[src/rtl/ipf_lcu_feeder_if.sv]
// ---------------------------------------------------------------------------
// ipf_lcu_feeder_if : feeder <-> memories / IPF signal bundle
// Rev 1.0
// ---------------------------------------------------------------------------
`default_nettype none

interface ipf_lcu_feeder_if #(
  parameter int IMG_W = 128
);
  localparam int c_AW = 2 * $clog2(IMG_W);
  localparam int c_LW = $clog2(IMG_W / 16);

  logic                  start;
  logic [1:0]            lcu_size_i;
  logic                  img_rd;
  logic [c_AW-1:0]       img_addr;
  logic [7:0]            img_q;
  logic                  par_rd;
  logic [2*c_LW-1:0]     par_addr;
  logic [23:0]           par_q;
  logic                  busy;
  logic                  in_en;
  logic [7:0]            din;
  logic [1:0]            ipf_type;
  logic [4:0]            ipf_band_pos;
  logic                  ipf_wo_class;
  logic [15:0]           ipf_offset;
  logic [c_LW-1:0]       lcu_x;
  logic [c_LW-1:0]       lcu_y;
  logic [1:0]            lcu_size;
  logic                  done;

  modport master (
    input  start, lcu_size_i, img_q, par_q, busy,
    output img_rd, img_addr, par_rd, par_addr, in_en, din,
           ipf_type, ipf_band_pos, ipf_wo_class, ipf_offset,
           lcu_x, lcu_y, lcu_size, done
  );

  modport slave (
    output start, lcu_size_i, img_q, par_q, busy,
    input  img_rd, img_addr, par_rd, par_addr, in_en, din,
           ipf_type, ipf_band_pos, ipf_wo_class, ipf_offset,
           lcu_x, lcu_y, lcu_size, done
  );
endinterface

`default_nettype wire

[src/rtl/ipf_lcu_feeder.sv]
// ---------------------------------------------------------------------------
// ipf_lcu_feeder : streams a frame to IPF in LCU raster order with skid FIFO
// Rev 1.0
// ---------------------------------------------------------------------------
`default_nettype none

module ipf_lcu_feeder #(
  parameter int IMG_W      = 128,
  parameter int FIFO_DEPTH = 4
) (
  input  logic             clk,
  input  logic             reset,
  ipf_lcu_feeder_if.master bus
);
  localparam int c_PW = $clog2(IMG_W);
  localparam int c_LW = $clog2(IMG_W / 16);
  localparam int c_IW = 2 * c_LW;
  localparam int c_FW = $clog2(FIFO_DEPTH);
  localparam int c_CW = $clog2(FIFO_DEPTH + 1);

  localparam logic [2:0] c_IDLE   = 3'd0;
  localparam logic [2:0] c_PFETCH = 3'd1;
  localparam logic [2:0] c_PWAIT  = 3'd2;
  localparam logic [2:0] c_STREAM = 3'd3;
  localparam logic [2:0] c_DRAIN  = 3'd4;
  localparam logic [2:0] c_DONE   = 3'd5;

  logic [2:0]      r_state;
  logic [2:0]      w_next;
  logic [1:0]      r_size;
  logic [c_LW-1:0] r_cx;
  logic [c_LW-1:0] r_cy;
  logic [c_PW-1:0] r_px;
  logic [c_PW-1:0] r_py;
  logic            r_pend;
  logic [7:0]      r_mem [FIFO_DEPTH];
  logic [c_FW-1:0] r_wp;
  logic [c_FW-1:0] r_rp;
  logic [c_CW-1:0] r_cnt;
  logic            r_in_en;
  logic [7:0]      r_din;
  logic [23:0]     r_par;
  logic [c_LW-1:0] r_lx;
  logic [c_LW-1:0] r_ly;

  logic [2:0]      w_nsh;
  logic [c_PW-1:0] w_nmax;
  logic [c_LW-1:0] w_lmax;
  logic            w_last_pix;
  logic            w_last_lcu;
  logic [c_PW-1:0] w_row;
  logic [c_PW-1:0] w_col;
  logic [c_IW-1:0] w_pidx;
  logic            w_issue;
  logic            w_push;
  logic            w_pop;

  assign w_nsh      = 3'd4 + {1'b0, r_size};
  assign w_nmax     = c_PW'((32'd16 << r_size) - 32'd1);
  assign w_lmax     = c_LW'((32'(IMG_W / 16) >> r_size) - 32'd1);
  assign w_last_pix = (r_px == w_nmax) && (r_py == w_nmax);
  assign w_last_lcu = (r_cx == w_lmax) && (r_cy == w_lmax);
  assign w_row      = c_PW'(32'(r_cy) << w_nsh) + r_py;
  assign w_col      = c_PW'(32'(r_cx) << w_nsh) + r_px;
  assign w_pidx     = c_IW'((32'(r_cy) << (c_LW - 32'(r_size))) + 32'(r_cx));

  // Reads in flight count against FIFO room so a stalled IPF can never overflow it
  assign w_issue = (r_state == c_STREAM) &&
                   ((32'(r_cnt) + 32'(r_pend)) < (FIFO_DEPTH - 1));
  assign w_push  = r_pend;
  assign w_pop   = !bus.busy && (r_cnt != '0);

  always_ff @(posedge clk) begin
    if (reset) r_state <= c_IDLE;
    else       r_state <= w_next;
  end

  always_comb begin
    w_next = r_state;
    case (r_state)
      c_IDLE:   if (bus.start && (bus.lcu_size_i != 2'd3)) w_next = c_PFETCH;
      c_PFETCH: w_next = c_PWAIT;
      c_PWAIT:  w_next = c_STREAM;
      c_STREAM: if (w_issue && w_last_pix) w_next = c_DRAIN;
      c_DRAIN:  if ((r_cnt == '0) && !r_pend) w_next = w_last_lcu ? c_DONE : c_PFETCH;
      c_DONE:   w_next = c_IDLE;
      default:  w_next = c_IDLE;
    endcase
  end

  always_comb begin
    bus.img_rd   = w_issue;
    bus.par_rd   = 1'b0;
    bus.par_addr = '0;
    bus.done     = 1'b0;
    case (r_state)
      c_PFETCH: begin
        bus.par_rd   = 1'b1;
        bus.par_addr = w_pidx;
      end
      c_DONE:   bus.done = 1'b1;
      default:  ;
    endcase
  end

  always_ff @(posedge clk) begin
    if (w_push) r_mem[r_wp] <= bus.img_q;
  end

  always_ff @(posedge clk) begin
    if (reset) begin
      r_size  <= '0;
      r_cx    <= '0;
      r_cy    <= '0;
      r_px    <= '0;
      r_py    <= '0;
      r_pend  <= 1'b0;
      r_wp    <= '0;
      r_rp    <= '0;
      r_cnt   <= '0;
      r_in_en <= 1'b0;
      r_din   <= '0;
      r_par   <= '0;
      r_lx    <= '0;
      r_ly    <= '0;
    end else begin
      r_pend  <= w_issue;
      r_in_en <= w_pop;

      if (w_issue) begin
        if (r_px == w_nmax) begin
          r_px <= '0;
          r_py <= r_py + c_PW'(1);
        end else begin
          r_px <= r_px + c_PW'(1);
        end
      end

      if (w_push) r_wp <= (r_wp == c_FW'(FIFO_DEPTH - 1)) ? '0 : r_wp + c_FW'(1);
      if (w_pop) begin
        r_din <= r_mem[r_rp];
        r_rp  <= (r_rp == c_FW'(FIFO_DEPTH - 1)) ? '0 : r_rp + c_FW'(1);
      end
      case ({w_push, w_pop})
        2'b10:   r_cnt <= r_cnt + c_CW'(1);
        2'b01:   r_cnt <= r_cnt - c_CW'(1);
        default: ;
      endcase

      case (r_state)
        c_IDLE: if (w_next == c_PFETCH) begin
          r_size <= bus.lcu_size_i;
          r_cx   <= '0;
          r_cy   <= '0;
        end
        // FIFO is already drained here, so parameters never change under a live beat
        c_PWAIT: begin
          r_par <= bus.par_q;
          r_lx  <= r_cx;
          r_ly  <= r_cy;
          r_px  <= '0;
          r_py  <= '0;
        end
        c_DRAIN: if (w_next == c_PFETCH) begin
          if (r_cx == w_lmax) begin
            r_cx <= '0;
            r_cy <= r_cy + c_LW'(1);
          end else begin
            r_cx <= r_cx + c_LW'(1);
          end
        end
        default: ;
      endcase
    end
  end

  assign bus.img_addr     = {w_row, w_col};
  assign bus.in_en        = r_in_en;
  assign bus.din          = r_din;
  assign bus.ipf_type     = r_par[23:22];
  assign bus.ipf_band_pos = r_par[21:17];
  assign bus.ipf_wo_class = r_par[16];
  assign bus.ipf_offset   = r_par[15:0];
  assign bus.lcu_x        = r_lx;
  assign bus.lcu_y        = r_ly;
  assign bus.lcu_size     = r_size;

endmodule

`default_nettype wire

[src/flat_wrapper.sv]
// flat-port wrapper written by rule: the top's interface ports become plain ports
module ipf_lcu_feeder_flat 
#(
  parameter int IMG_W      = 128,
  parameter int FIFO_DEPTH = 4
)
  (clk, reset, bus_start, bus_lcu_size_i, bus_img_q, bus_par_q, bus_busy, bus_img_rd, bus_img_addr, bus_par_rd, bus_par_addr, bus_in_en, bus_din, bus_ipf_type, bus_ipf_band_pos, bus_ipf_wo_class, bus_ipf_offset, bus_lcu_x, bus_lcu_y, bus_lcu_size, bus_done);
  ipf_lcu_feeder_if #(.IMG_W(IMG_W)) bus_i ();
  input  logic clk;
  input  logic reset;
  input wire logic [$bits(bus_i.start)-1:0] bus_start;
  input wire logic [$bits(bus_i.lcu_size_i)-1:0] bus_lcu_size_i;
  input wire logic [$bits(bus_i.img_q)-1:0] bus_img_q;
  input wire logic [$bits(bus_i.par_q)-1:0] bus_par_q;
  input wire logic [$bits(bus_i.busy)-1:0] bus_busy;
  output wire logic [$bits(bus_i.img_rd)-1:0] bus_img_rd;
  output wire logic [$bits(bus_i.img_addr)-1:0] bus_img_addr;
  output wire logic [$bits(bus_i.par_rd)-1:0] bus_par_rd;
  output wire logic [$bits(bus_i.par_addr)-1:0] bus_par_addr;
  output wire logic [$bits(bus_i.in_en)-1:0] bus_in_en;
  output wire logic [$bits(bus_i.din)-1:0] bus_din;
  output wire logic [$bits(bus_i.ipf_type)-1:0] bus_ipf_type;
  output wire logic [$bits(bus_i.ipf_band_pos)-1:0] bus_ipf_band_pos;
  output wire logic [$bits(bus_i.ipf_wo_class)-1:0] bus_ipf_wo_class;
  output wire logic [$bits(bus_i.ipf_offset)-1:0] bus_ipf_offset;
  output wire logic [$bits(bus_i.lcu_x)-1:0] bus_lcu_x;
  output wire logic [$bits(bus_i.lcu_y)-1:0] bus_lcu_y;
  output wire logic [$bits(bus_i.lcu_size)-1:0] bus_lcu_size;
  output wire logic [$bits(bus_i.done)-1:0] bus_done;
  assign bus_i.start = bus_start;
  assign bus_i.lcu_size_i = bus_lcu_size_i;
  assign bus_i.img_q = bus_img_q;
  assign bus_i.par_q = bus_par_q;
  assign bus_i.busy = bus_busy;
  assign bus_img_rd = bus_i.img_rd;
  assign bus_img_addr = bus_i.img_addr;
  assign bus_par_rd = bus_i.par_rd;
  assign bus_par_addr = bus_i.par_addr;
  assign bus_in_en = bus_i.in_en;
  assign bus_din = bus_i.din;
  assign bus_ipf_type = bus_i.ipf_type;
  assign bus_ipf_band_pos = bus_i.ipf_band_pos;
  assign bus_ipf_wo_class = bus_i.ipf_wo_class;
  assign bus_ipf_offset = bus_i.ipf_offset;
  assign bus_lcu_x = bus_i.lcu_x;
  assign bus_lcu_y = bus_i.lcu_y;
  assign bus_lcu_size = bus_i.lcu_size;
  assign bus_done = bus_i.done;
  ipf_lcu_feeder #(.IMG_W(IMG_W), .FIFO_DEPTH(FIFO_DEPTH)) u_core (.clk(clk), .reset(reset), .bus(bus_i));
endmodule
[config.mk]
export PLATFORM = sky130hd
export DESIGN_NAME = ipf_lcu_feeder_flat
export DESIGN_NICKNAME = d
export VERILOG_FILES = /design/src/rtl/ipf_lcu_feeder_if.sv /design/src/rtl/ipf_lcu_feeder.sv /design/src/flat_wrapper.sv
export SDC_FILE = /design/constraint.sdc
export NUM_CORES = 1
export LEC_CHECK = 0
export CAP_MARGIN = 0
export CORE_ASPECT_RATIO = 0.75
export CORE_MARGIN = 2
export CORE_UTILIZATION = 24
export CTS_CLUSTER_SIZE = 30
export DETAILED_ROUTE_END_ITERATION = 16
export HOLD_SLACK_MARGIN = 0.1
export PLACE_DENSITY = 0.42
export SETUP_SLACK_MARGIN = 0.4
export SYNTH_ARGS = -nofsm -noshare
export SYNTH_HDL_FRONTEND = slang
export SYNTH_SLANG_ARGS = --single-unit
[constraint.sdc]
create_clock -name clk -period 2.2 [get_ports clk]
set_input_delay 0.44 -clock clk [delete_from_list [all_inputs] [get_ports clk]]
set_output_delay 0.44 -clock clk [all_outputs]
set_load 0.01 [all_outputs]
==> metrics.txt <==
run status finished, violations left; failing checks setup timing; num ports 102; Routed Wire Length 14,000 um; Post-synth EDFFs 32; Worst path top cell family by delay adder cells; Fill cells 2,013; Fin. Hold Viols 0; Final period util 116%; Residual DRC 0; max cap viols 0; worst-path fanout max 6; CTS tree yes; Core Box Area roughly 20,000 sq um; final setup fails 9; DP Cell Count 902; initial antenna violation count 0; instance count of the mapped netlist between 500 and 600; Max Root-Sink Buffers 2; RSZ-0062 raised after global routing yes; fin nets 729; clk_lat worst skew 0.37 ns; pin count of the biggest net entering global routing about 50; critical path, cell by cell buf_6 > nor2_4 > and2_4 > ha_4 > inv_2 > fa_2 > xor2_2 > xnor2_1 > buf_2; Ys Warns 0; Lkg Pwr 2.79 nW; first-pass GRT wire length approximately 22,000 um; vias in the first global route around 4,300; fin worst setup slack -0.358 ns; arrival time at the worst endpoint roughly 2.1 ns; Worst path slowest cell dfxtp_4; Startpoint Class flip-flop; Mapped Area about 5000 sq um; Crit Path Category reg2out; Final TNS setup -2.30 ns; skew final 0.0170 ns; layout cell share with drive strength beyond 1 between 30 and 40%; Inserted Clock Buffers 9; Post-synth top flop dfxtp_1; initial drt markers roughly 190; Req. time, crit path around 1.8 ns; first-pass detailed-route iteration total 4; Clk Tree Root Cell clkbuf_16; non-filler cells, final roughly 960; Chip Width ~170 um; type of destination of the critical path output pin; die height 129 um; wire per inst between 10 and 15 um; GRT overflow 0; vias per std cell between 4 and 5; Worst slew margin 52.4%; measured slew at the worst slew-check pin just over 0.7 ns; Reg area ~2400 sq um; Post-DP HPWL ~9400 um; CTS clk-pin slew, worst paths roughly 0.07 ns; ant diodes 0; Worst Path Buf+Inv 3; DP Area 6630 sq um; die area 22,000 sq um; CP max stage delay 0.37 ns; footprint of the multi-input gates ~2800 sq um; Final Slew Violations 0; clk sinks about 100; htree depth 3; Final Cell Area around 7600 sq um; via count between 4,000 and 5,000; number of distinct library cells after synthesis 62; Worst VDD drop 0.000391 V; Net Count, Synth 570; Tightest Hold Check Type reg2reg; Fmax approximately 400 MHz; number of rows in the core area 45; initial core utilization between 20% and 30%; GPL Wtd Cong between 0.7 and 0.8; IO buf count just over 100; asr flop ratio synth 0%; GRT Overall Usage a little over an eighth; Final Hold Slack 0.456 ns; fin crit period roughly 2.6 ns; Post-Syn Area per Cell about 9.8 sq um; antenna viol nets, final 0; count of state elements after synthesis between 100 and 150; Area Overhead vs Synth 53.0%; Seq/Total Area, Yosys 48.1%; Pwr Total between 4 and 5 mW; PD cells 565 nW/um^2
[power by group]
group	switching, mW	internal (mW)	leakage, nW
sequential	0.0303	2.01	0.881
clock	0.804	0.911	0.153
combinational	0.267	0.299	1.75
[stage by stage]
step                worst slack, ns  utilization, %
finish                       -0.358            37.6
global route                 -0.489            37.6
CTS                          -0.398            36.8
detailed placement           -0.480            32.6
global placement             -0.428            32.6
floorplan                   -0.0285               -
[kinds of logic after synthesis]
| kind of cell | share of synthesized area [%] |
|---|---|
| simple gates | 20.4 |
| xor+xnor | 3.16 |
| mux | 5.64 |
| compound gates | 11.8 |
| flops | 48.1 |
| buf+inv | 5.11 |
| fa+ha+maj | 5.86 |
[final timing paths]
kind | start | end | slack (ns) | cells after the start
max | u_core.bus.lcu_size[0] | bus_img_addr[6] | -0.36 | 9
min | u_core.bus.din[0] | u_core.bus.din[0] | 0.46 | 2
max reg2reg | u_core.bus.lcu_size[0] | u_core.r_py[5] | 0.04 | 9
min reg2reg | u_core.bus.din[0] | u_core.bus.din[0] | 0.46 | 2
[layer usage]
metal	vias up	global-route usage, %	routed length, um
li1	2093	-	-
met1	2004	17.3	6870
met2	83	20.7	6200
met3	11	4.52	811
met4	0	3.17	164
met5	-	0	0
[flip-flops by register name, summed over array words and instances, names as in the netlist, 3 cells and up]
| name | flops |
|---|---|
| u_core.r_cy | 3 |
| u_core.r_cnt | 3 |
| u_core.bus.lcu_x | 3 |
| u_core.r_state | 3 |
| u_core.bus.din | 8 |
| u_core.r_cx | 3 |
| u_core.r_mem | 32 |
| u_core.bus.lcu_y | 3 |
| u_core.r_par | 24 |
| u_core.r_py | 7 |
| u_core.r_px | 7 |
[cells in the mapped netlist (all sizes together), types with 2 or more instances]
master | count | area share (%)
mux2i | 9 | 1.8
nor2b | 3 | 0.38
and2b | 2 | 0.35
a32oi | 3 | 0.90
mux4 | 8 | 3.6
o21a | 2 | 0.30
edfxtp | 32 | 19
fa | 4 | 1.6
nor2 | 26 | 2.3
a32o | 2 | 0.40
nor3 | 15 | 1.5
and2 | 10 | 1.4
xor2 | 10 | 1.8
and3 | 3 | 0.38
dfxtp | 72 | 29
a21o | 4 | 0.60
o21ai | 7 | 0.70
a21boi | 2 | 0.30
nand3 | 7 | 0.80
nor4 | 5 | 0.75
inv | 18 | 1.4
nor3b | 2 | 0.30
ha | 17 | 4.3
or4 | 7 | 1.1
o31ai | 4 | 0.60
or3b | 3 | 0.53
or2 | 2 | 0.25
xnor2 | 8 | 1.4
o22ai | 2 | 0.25
nand2b | 4 | 0.50
nand4 | 3 | 0.38
a22oi | 2 | 0.30
nand3b | 5 | 0.75
and3b | 2 | 0.35
a31oi | 2 | 0.25
or3 | 5 | 0.73
a21oi | 55 | 5.5
clkbuf | 20 | 1.5
nand2 | 97 | 7.3
buf | 16 | 2.2
a211oi | 2 | 0.30
[area by class of cell]
cell class | instances | share of cell area, %
clock buffers | 9 | 2.95
clock inverters | 7 | 1.18
inverters | 19 | 0.999
multi-input cells | 354 | 36.3
flip-flops and latches | 104 | 32.0
well taps | 282 | 4.62
repair buffers | 182 | 21.9
[worst reg2reg max path, delay by kind of cell, from the launching register on]
kind	cells	cell delay (ns)
and+or+nand+nor	3	0.98
AOI/OAI and AO/OA	2	0.27
DFF	1	0.37
buffers and inverters	4	0.48
[cells in the final DEF, fill, tap and decap left out, types with 4 or more instances in the layout]
cell type | synthesis | final
buf_4 | 10 | 63
xor2_1 | 10 | 5
and2_2 | 4 | 4
buf_6 | 1 | 25
ha_1 | 17 | 11
nand3b_1 | 5 | 5
clkdlybuf4s50_1 | 0 | 80
xnor2_1 | 8 | 7
nand2_1 | 97 | 94
a21oi_2 | 0 | 5
mux4_2 | 8 | 8
ha_4 | 0 | 5
nor3_2 | 0 | 5
inv_2 | 0 | 9
nor3_1 | 15 | 7
buf_2 | 3 | 7
dfxtp_2 | 0 | 8
a21oi_1 | 55 | 50
and2_4 | 0 | 6
nand3_1 | 6 | 6
dfxtp_1 | 72 | 55
o21ai_0 | 7 | 5
nor2_1 | 25 | 21
dfxtp_4 | 0 | 9
inv_1 | 18 | 9
clkbuf_16 | 0 | 9
a21o_1 | 4 | 4
mux2i_1 | 9 | 8
or3_1 | 4 | 4
or4_4 | 1 | 5
edfxtp_1 | 32 | 32
fa_2 | 0 | 4
[what timing repair did]
action | CTS | global route
hold buffers | 0 | 0
gates cloned | 2 | 0
pin swaps | 51 | 11
resized for setup | 146 | 38
endpoints found under the setup margin | 42 | 46
setup buffers | 35 | 2
Note: power is estimated with default switching activity, not from simulation.
